==> config.mk <==
export PLATFORM = sky130hd
export DESIGN_NAME = core_dispatch_queue
export DESIGN_NICKNAME = d
export VERILOG_FILES = /design/src/rtl/core_dispatch_queue_pkg.sv /design/src/rtl/core_dispatch_queue.sv
export SDC_FILE = /design/constraint.sdc
export NUM_CORES = 1
export LEC_CHECK = 0
export ABC_CLOCK_PERIOD_IN_PS = 4019
export BUFFER_PORTS_ARGS = -buffer_cell sky130_fd_sc_hd__buf_2
export CORE_ASPECT_RATIO = 1.25
export CORE_UTILIZATION = 37
export DETAILED_ROUTE_END_ITERATION = 10
export PLACE_DENSITY = 0.65
export SLEW_MARGIN = 15
export SYNTH_ARGS = -nofsm -noshare
export SYNTH_HDL_FRONTEND = slang
export SYNTH_SLANG_ARGS = --single-unit
==> constraint.sdc <==
create_clock -name clk -period 4.02 [get_ports clk]
set_input_delay 0.804 -clock clk [delete_from_list [all_inputs] [get_ports clk]]
set_output_delay 0.804 -clock clk [all_outputs]
set_load 0.02 [all_outputs]
==> src/rtl/core_dispatch_queue_pkg.sv <==
// Shared micro-architecture definitions for the dispatch queue.
//   insn_decode  : decoded instruction record (ctrl + data fields)
//   INSN_BUBBLE  : no-op slot (execute=0, writeback=0)
//   CDQ_DEPTH    : default queue depth
package core_dispatch_queue_pkg;

   localparam int unsigned CDQ_DEPTH = 8;

   typedef struct packed {
      logic       execute;
      logic [3:0] opcode;
   } insn_ctrl_t;

   typedef struct packed {
      logic        writeback;
      logic [4:0]  rd;
      logic [15:0] imm;
   } insn_data_t;

   typedef struct packed {
      insn_ctrl_t ctrl;
      insn_data_t data;
   } insn_decode;

   localparam insn_decode INSN_BUBBLE = '0;

endpackage

==> src/rtl/core_dispatch_queue.sv <==
// Dual-issue in-order dispatch queue between decode and hazard check.
// Ports:
//   clk, rst_n              : core clock, async active-low reset
//   in_a, in_b              : older / younger decoded insn from decode
//   in_valid_a, in_valid_b  : insn present (b only meaningful with a)
//   in_ready                : room for a full pair this cycle
//   flush                   : discard all entries (branch redirect)
//   dispatch_a, dispatch_b  : hazard check issued cur_a / cur_b
//   cur_a, cur_b            : oldest / second-oldest entry, bubble if absent
//   count                   : occupied entries
module core_dispatch_queue
   import core_dispatch_queue_pkg::*;
#(
   parameter int unsigned DEPTH = CDQ_DEPTH
) (
   input  logic                     clk,
   input  logic                     rst_n,
   input  insn_decode               in_a,
   input  insn_decode               in_b,
   input  logic                     in_valid_a,
   input  logic                     in_valid_b,
   output logic                     in_ready,
   input  logic                     flush,
   input  logic                     dispatch_a,
   input  logic                     dispatch_b,
   output insn_decode               cur_a,
   output insn_decode               cur_b,
   output logic [$clog2(DEPTH):0]   count
);

   localparam int unsigned PW = $clog2(DEPTH);
   localparam int unsigned CW = PW + 1;

   if (DEPTH < 4 || (DEPTH & (DEPTH - 1)) != 0) begin : g_depth_check
      $error("DEPTH must be a power of two and at least 4");
   end

   insn_decode      mem [DEPTH];
   logic [PW-1:0]   head;
   logic [PW-1:0]   tail;
   logic [PW-1:0]   head_p1;
   logic [PW-1:0]   tail_p1;
   logic [1:0]      push_n;
   logic [1:0]      pop_n;

   assign head_p1  = head + PW'(1);
   assign tail_p1  = tail + PW'(1);

   // Ready only from registered count so decode never sees a path from dispatch.
   assign in_ready = (count <= CW'(DEPTH - 2));

   // Storage is unreset; count masks stale contents to bubbles.
   assign cur_a = (count >= CW'(1)) ? mem[head]    : INSN_BUBBLE;
   assign cur_b = (count >= CW'(2)) ? mem[head_p1] : INSN_BUBBLE;

   always_comb begin
      push_n = 2'd0;
      if (in_ready && in_valid_a && !flush)
         push_n = in_valid_b ? 2'd2 : 2'd1;

      // Pop is bounded by occupancy so a dispatch against a bubble is a no-op.
      pop_n = 2'd0;
      if (dispatch_a && dispatch_b && count >= CW'(2))
         pop_n = 2'd2;
      else if (dispatch_a && count >= CW'(1))
         pop_n = 2'd1;
   end

   always_ff @(posedge clk or negedge rst_n) begin
      if (!rst_n) begin
         head  <= '0;
         tail  <= '0;
         count <= '0;
      end else if (flush) begin
         head  <= '0;
         tail  <= '0;
         count <= '0;
      end else begin
         head  <= head + PW'(pop_n);
         tail  <= tail + PW'(push_n);
         count <= count + CW'(push_n) - CW'(pop_n);
      end
   end

   always_ff @(posedge clk) begin
      if (push_n != 2'd0)
         mem[tail] <= in_a;
      if (push_n == 2'd2)
         mem[tail_p1] <= in_b;
   end

endmodule

==> results of run 1 <==
-- routing by layer --
| layer | wire (um) | up-vias | part of all wire (%) | GRT usage (%) |
|---|---|---|---|---|
| li1 | - | 3605 | - | - |
| met1 | 13800 | 4179 | 39 | 22.2 |
| met2 | 18600 | 235 | 53 | 34.9 |
| met3 | 1730 | 64 | 4.9 | 2.50 |
| met4 | 947 | 4 | 2.7 | 6.58 |
| met5 | 23 | - | 0.066 | 0 |
-- layout by cell type (no fill, tap or decap), types with 3 or more instances in the layout --
master and instances:
clkbuf_16 24, inv_1 12, clkinv_1 6, mux4_2 108
mux2i_1 27, a21oi_1 32, nand3_2 3, nor2b_1 4
clkinv_2 5, nor2_1 40, mux2_2 144, mux2_1 12
fa_1 4, buf_4 13, nand2_4 3, buf_2 119
diode_2 3, nand2_1 60, edfxtp_1 216, ha_1 10
dfrtp_1 7, xnor2_1 3, mux2_4 60, buf_12 6
bufinv_16 5, nor2_4 7
-- registers in the layout (all words and copies together), names as in the netlist --
register and cells:
head 3, count 4, tail 3, mem 216
-- worst paths after layout --
kind / end / slack, ns / depth (start not counted)
worst max register to register: mem[4][24] / 0.97 / 4
worst min register to register: count[0] / 0.74 / 2
min in group clk: count[2] / 0.59 / 2
worst min-delay path: count[2] / 0.15 / 1
worst max-delay path: cur_b[7] / 0.43 / 6
max in group asynchronous: head[0] / 3.63 / 1
-- where the power goes --
part	total [uW]	switching [uW]	internal, uW
registers	2770	67.9	2700
clock network	2370	952	1410
logic	4090	2320	1760
-- area by class of cell --
cell class	instances	area [um2]	area share [%]
clock buffers	25	604	3.85
well taps	480	601	3.83
inverters	12	45.0	0.287
multi-input cells	551	6650	42.4
flip-flops and latches	226	6750	43.0
clock inverters	19	230	1.47
repair buffers	138	813	5.18
diodes	3	7.51	0.0478
-- per-stage QoR --
step	std cells	total power [uW]	hold WS, ns	util (%)	instance area [um2]
after CTS	1451	9340	0.139	43.2	15700
after global placement	1407	6950	0.695	40.9	14900
final	1454	9220	0.149	43.2	15700
after floorplan	847	5710	0.508	-	13700
after global routing	1452	9650	0.146	43.2	15700
after detailed placement	1407	6970	0.695	40.9	14900
-- cell families after synthesis --
kind of cell             synth area share (%)
AO/OA/AOI/OAI                            1.66
buffers and inverters                    2.65
adder cells (fa/ha/maj)                  1.59
multiplexers                             39.3
flip-flops                               49.3
XOR/XNOR                                0.651
AND/OR/NAND/NOR                          4.83
==> impl_metrics.yaml, run 1 <==
status:
  status: "finished, final reports clean"
worst_setup_path:
  critPathArrivalTime_ns: 2.79
  worstSetupPathType: "reg2out"
  r2r_start: "tail[0]"
  cp_max_fo: 20
  crit_path_cell_trace: "ha_2 -> buf_4 -> mux4_2 -> nand2_1 -> a21oi_1 -> buf_2"
  startpoint: "head[1]"
  start_kind: "flip-flop"
  critPathMaxStageDelay_ns: 0.53
  crit_buf_inv: 2
  slowest_stage: "ha_2"
  crit_required_ns: 3.22
  path_delay_family: "buffers and inverters"
  end_kind: "primary output"
drt:
  routed_via_density: 5.56
  antenna_left: 0
  drt_iter0_drc: 687
  wl_per_cell_um: 24.1
  vias: 8087
  drt-total-wl_mm: 35.1
  dr.pass1.iters: 4
  route.detailed.drc: 0
pwr:
  cellPowerDensity_nw_per_um2: 588
  p_leak_uw: 0.00557
  peakVddDrop_uv: 345
synth:
  synth.area.top_cells: "edfxtp_1, mux4_2, mux2_2, mux2_4, mux2i_1"
  yosys.area.top_type: "edfxtp_1"
  ys_warn_count: 0
  synth-async-reset-ratio_pct: 4.42
  syn_avg_cell_area_um2: 16.1
  yosys-top-cells-count: "edfxtp_1, mux2_2, mux4_2"
  ys_ff_latch: 226
  syn_inst: 847
  synth-seq-area-share_pct: 49.3
  post-synth-top-count-cell: "edfxtp_1"
  synth_cell_types: 44
  synth_nets: 923
  synthFlopType: "edfxtp_1"
  syn_area_um2: 13700
  synth_top_area_share_pct: 47.5
  synth_edf_count: 216
timing:
  tightest_slew_ns: 1.07
  relSlewSlack_pct: 28.3
  hold_violations: 0
  fmax_mhz: 278
  post-route-min-period_ns: 3.59
  fin_skew_ns: 0.0263
  rsz0062_at_grt: "no"
  worst_slack_ns: 0.425
  finalSetupTns_ns: 0
  setup_viol: 0
  slew_violations: 0
  fin_crit_sh_pct: 89.4
clock_network:
  clk_latency_ns: 0.55
  clkTransAtPathRegs_ns: 0.06
  cts_resized: 0
  cts_hold_buf: 0
  root_buffer: "clkbuf_16"
  numClockSinks: 226
  cts_buffers: 24
  cts.path.max_buffers: 3
  h-tree-depth: 1
  cts_tree: "yes"
  postCtsSetupBuffers: 0
global_routing:
  grt_max_degree: 110
  grt.total_usage_pct: 18.8
  grt_pass1_vias: 8631
  grt_pass1_wl_mm: 52.7
  grt-ovfl-total: 0
  grt_antenna_before_repair: 5
die:
  dieHeight_um: 217
  dieArea_um2: 37700
  num_rows: 78
  core_area_um2: 36300
  start_util_pct: 37.6
  die_x_um: 174
  io_pins: 120
finish:
  area_growth_pct: 15.0
  fin_nets: 1029
  nFillCells: 3299
  drive_gt1_share_pct: 53.2
place:
  port_buffers: 119
  place.gp.congestion: 0.776
  place_hpwl_mm: 21.3
  post-place-ws_ns: 0.820
worst_hold_path:
  hp-class: "in2async"
job:
  maxCapViolCount: 0
No activity file was read; power rests on OpenSTA's default activity.
==> run 2: changes to the inputs <==
--- a/config.mk
+++ b/config.mk
@@ -7,10 +7,12 @@
 export LEC_CHECK = 0
 export ABC_CLOCK_PERIOD_IN_PS = 4019
 export BUFFER_PORTS_ARGS = -buffer_cell sky130_fd_sc_hd__buf_2
+export CELL_PAD_IN_SITES_DETAIL_PLACEMENT = 1
+export CELL_PAD_IN_SITES_GLOBAL_PLACEMENT = 1
 export CORE_ASPECT_RATIO = 1.25
 export CORE_UTILIZATION = 37
 export DETAILED_ROUTE_END_ITERATION = 10
-export PLACE_DENSITY = 0.65
+export PLACE_DENSITY = 0.72
 export SLEW_MARGIN = 15
 export SYNTH_ARGS = -nofsm -noshare
 export SYNTH_HDL_FRONTEND = slang
==> run 2 against run 1 <==
Utilization is 0.20 points lower. First-iteration DRC count shrank 10%. Routed wire length is 6.8% higher. Setup slack improved by 0.067 ns. Register-to-register slack is essentially flat. Global-route usage up 1.2 points. Clock-buffer cell count increased by 2. Fmax is 1.9% higher. Clock power decreased by 6%. Critical path type unchanged. Critical endpoint is now cur_b[2].
==> impl_metrics.yaml, run 2 (synthesis gave the netlist of run 1 again) <==
status:
  status: "finished, final reports clean"
drt:
  vias: 8252
  dr.pass1.iters: 4
  drt_iter0_drc: 615
  drt-total-wl_mm: 37.5
  route.detailed.drc: 0
  antenna_left: 0
  wl_per_cell_um: 25.7
  routed_via_density: 5.65
finish:
  fin_cells: 1460
  final_util_pct: 43.0
  largest_register: "mem"
  largest_reg_flops: 216
  reg_top3: "mem (216), count (4)"
  drive_gt1_share_pct: 53.3
  layout_common_cells: "edfxtp_1, mux2_2, buf_2"
  fin_nets: 1036
  final_common_cell: "edfxtp_1"
  area_growth_pct: 14.4
timing:
  fin_crit_sh_pct: 87.7
  rsz0062_at_grt: "no"
  setup_viol: 0
  fin_skew_ns: 0.0110
  relSlewSlack_pct: 31.7
  holdWs_ns: 0.124
  worst_slack_ns: 0.493
  finalSetupTns_ns: 0
  slew_violations: 0
  fmax_mhz: 283
  tightest_slew_ns: 1.02
  hold_violations: 0
  post-route-min-period_ns: 3.53
worst_hold_path:
  hp-class: "in2async"
global_routing:
  grt_pass1_wl_mm: 56.3
  grt_antenna_before_repair: 4
  grt_max_degree: 72
  grt_pass1_vias: 9027
  grt.total_usage_pct: 20.0
  grt-ovfl-total: 0
place:
  place.gp.congestion: 0.741
  post-place-ws_ns: 0.739
  port_buffers: 119
  dp_cells: 1413
  place_hpwl_mm: 22.8
worst_setup_path:
  r2r_setup_slack_ns: 0.98
  r2r_start: "tail[0]"
  reg2reg_depth: 5
  crit_required_ns: 3.22
  worstSetupPathType: "reg2out"
  critPathArrivalTime_ns: 2.72
  end_kind: "primary output"
  start_kind: "flip-flop"
  cp_max_fo: 29
  r2r-end: "mem[7][23]"
die:
  start_util_pct: 37.6
  core_area_um2: 36300
  dieArea_um2: 37700
  dieHeight_um: 217
  die_x_um: 174
  io_pins: 120
  num_rows: 78
clock_network:
  cts_hold_buf: 0
  cts_buffers: 25
  clk_latency_ns: 0.54
  h-tree-depth: 1
  cts_tree: "yes"
  clkTransAtPathRegs_ns: 0.06
  root_buffer: "clkbuf_16"
  numClockSinks: 226
  cts.path.max_buffers: 3
  cts_resized: 0
  postCtsSetupBuffers: 0
pwr:
  p_leak_uw: 0.00557
  peakVddDrop_uv: 350
  cellPowerDensity_nw_per_um2: 585
job:
  maxCapViolCount: 0
[run 2: through the flow]
| step | instance area (um2) | total power [uW] |
|---|---|---|
| after floorplan | 13700 | 5710 |
| after global placement | 14800 | 6930 |
| after detailed placement | 14800 | 7000 |
| after CTS | 15600 | 9250 |
| after global routing | 15600 | 9550 |
| final | 15600 | 9140 |
[run 2: worst max path at each step]
| stage | start | to | slack [ns] |
|---|---|---|---|
| 2_1_floorplan | flush | mem[5][0] | 0.71 |
| 3_3_place_gp | flush | mem[7][12] | 0.83 |
| 3_5_place_dp | flush | mem[7][13] | 0.74 |
| 4_1_cts | head[0] | cur_b[2] | 0.45 |
| 5_1_grt | head[0] | cur_b[25] | 0.42 |
| 6_report | head[0] | cur_b[2] | 0.49 |
[run 2: report_power, final]
part	internal (uW)	total [uW]	switching [uW]
combinational	1740	4130	2390
clock	1270	2230	963
sequential	2700	2780	82.5
[run 2: routing by layer]
metal  vias to the layer above  wire length (um)  GRT usage, %  part of all wire, %
li1                       3604                 -             -                    -
met1                      4371             15000          24.0                   40
met2                       218             20100          37.7                   54
met3                        55              1560          2.41                  4.2
met4                         4               732          5.23                  2.0
met5                         -                29             0                0.077
[run 2: worst max-delay path, stage by stage (launching register included)]
cell	delay, ns
dfrtp_4	0.53
ha_2	0.34
buf_4	0.42
mux4_2	0.30
nand2_1	0.06
a21oi_1	0.31
buf_2	0.22
[run 2: cell type report]
class	instances	area, um2
fill	3643	20700
sequential	226	6750
multi-input combinational	551	6650
timing repair buffer	144	796
clock buffer	27	633
tap	480	601
clock inverter	18	150
inverter	12	45.0
antenna	2	5.00
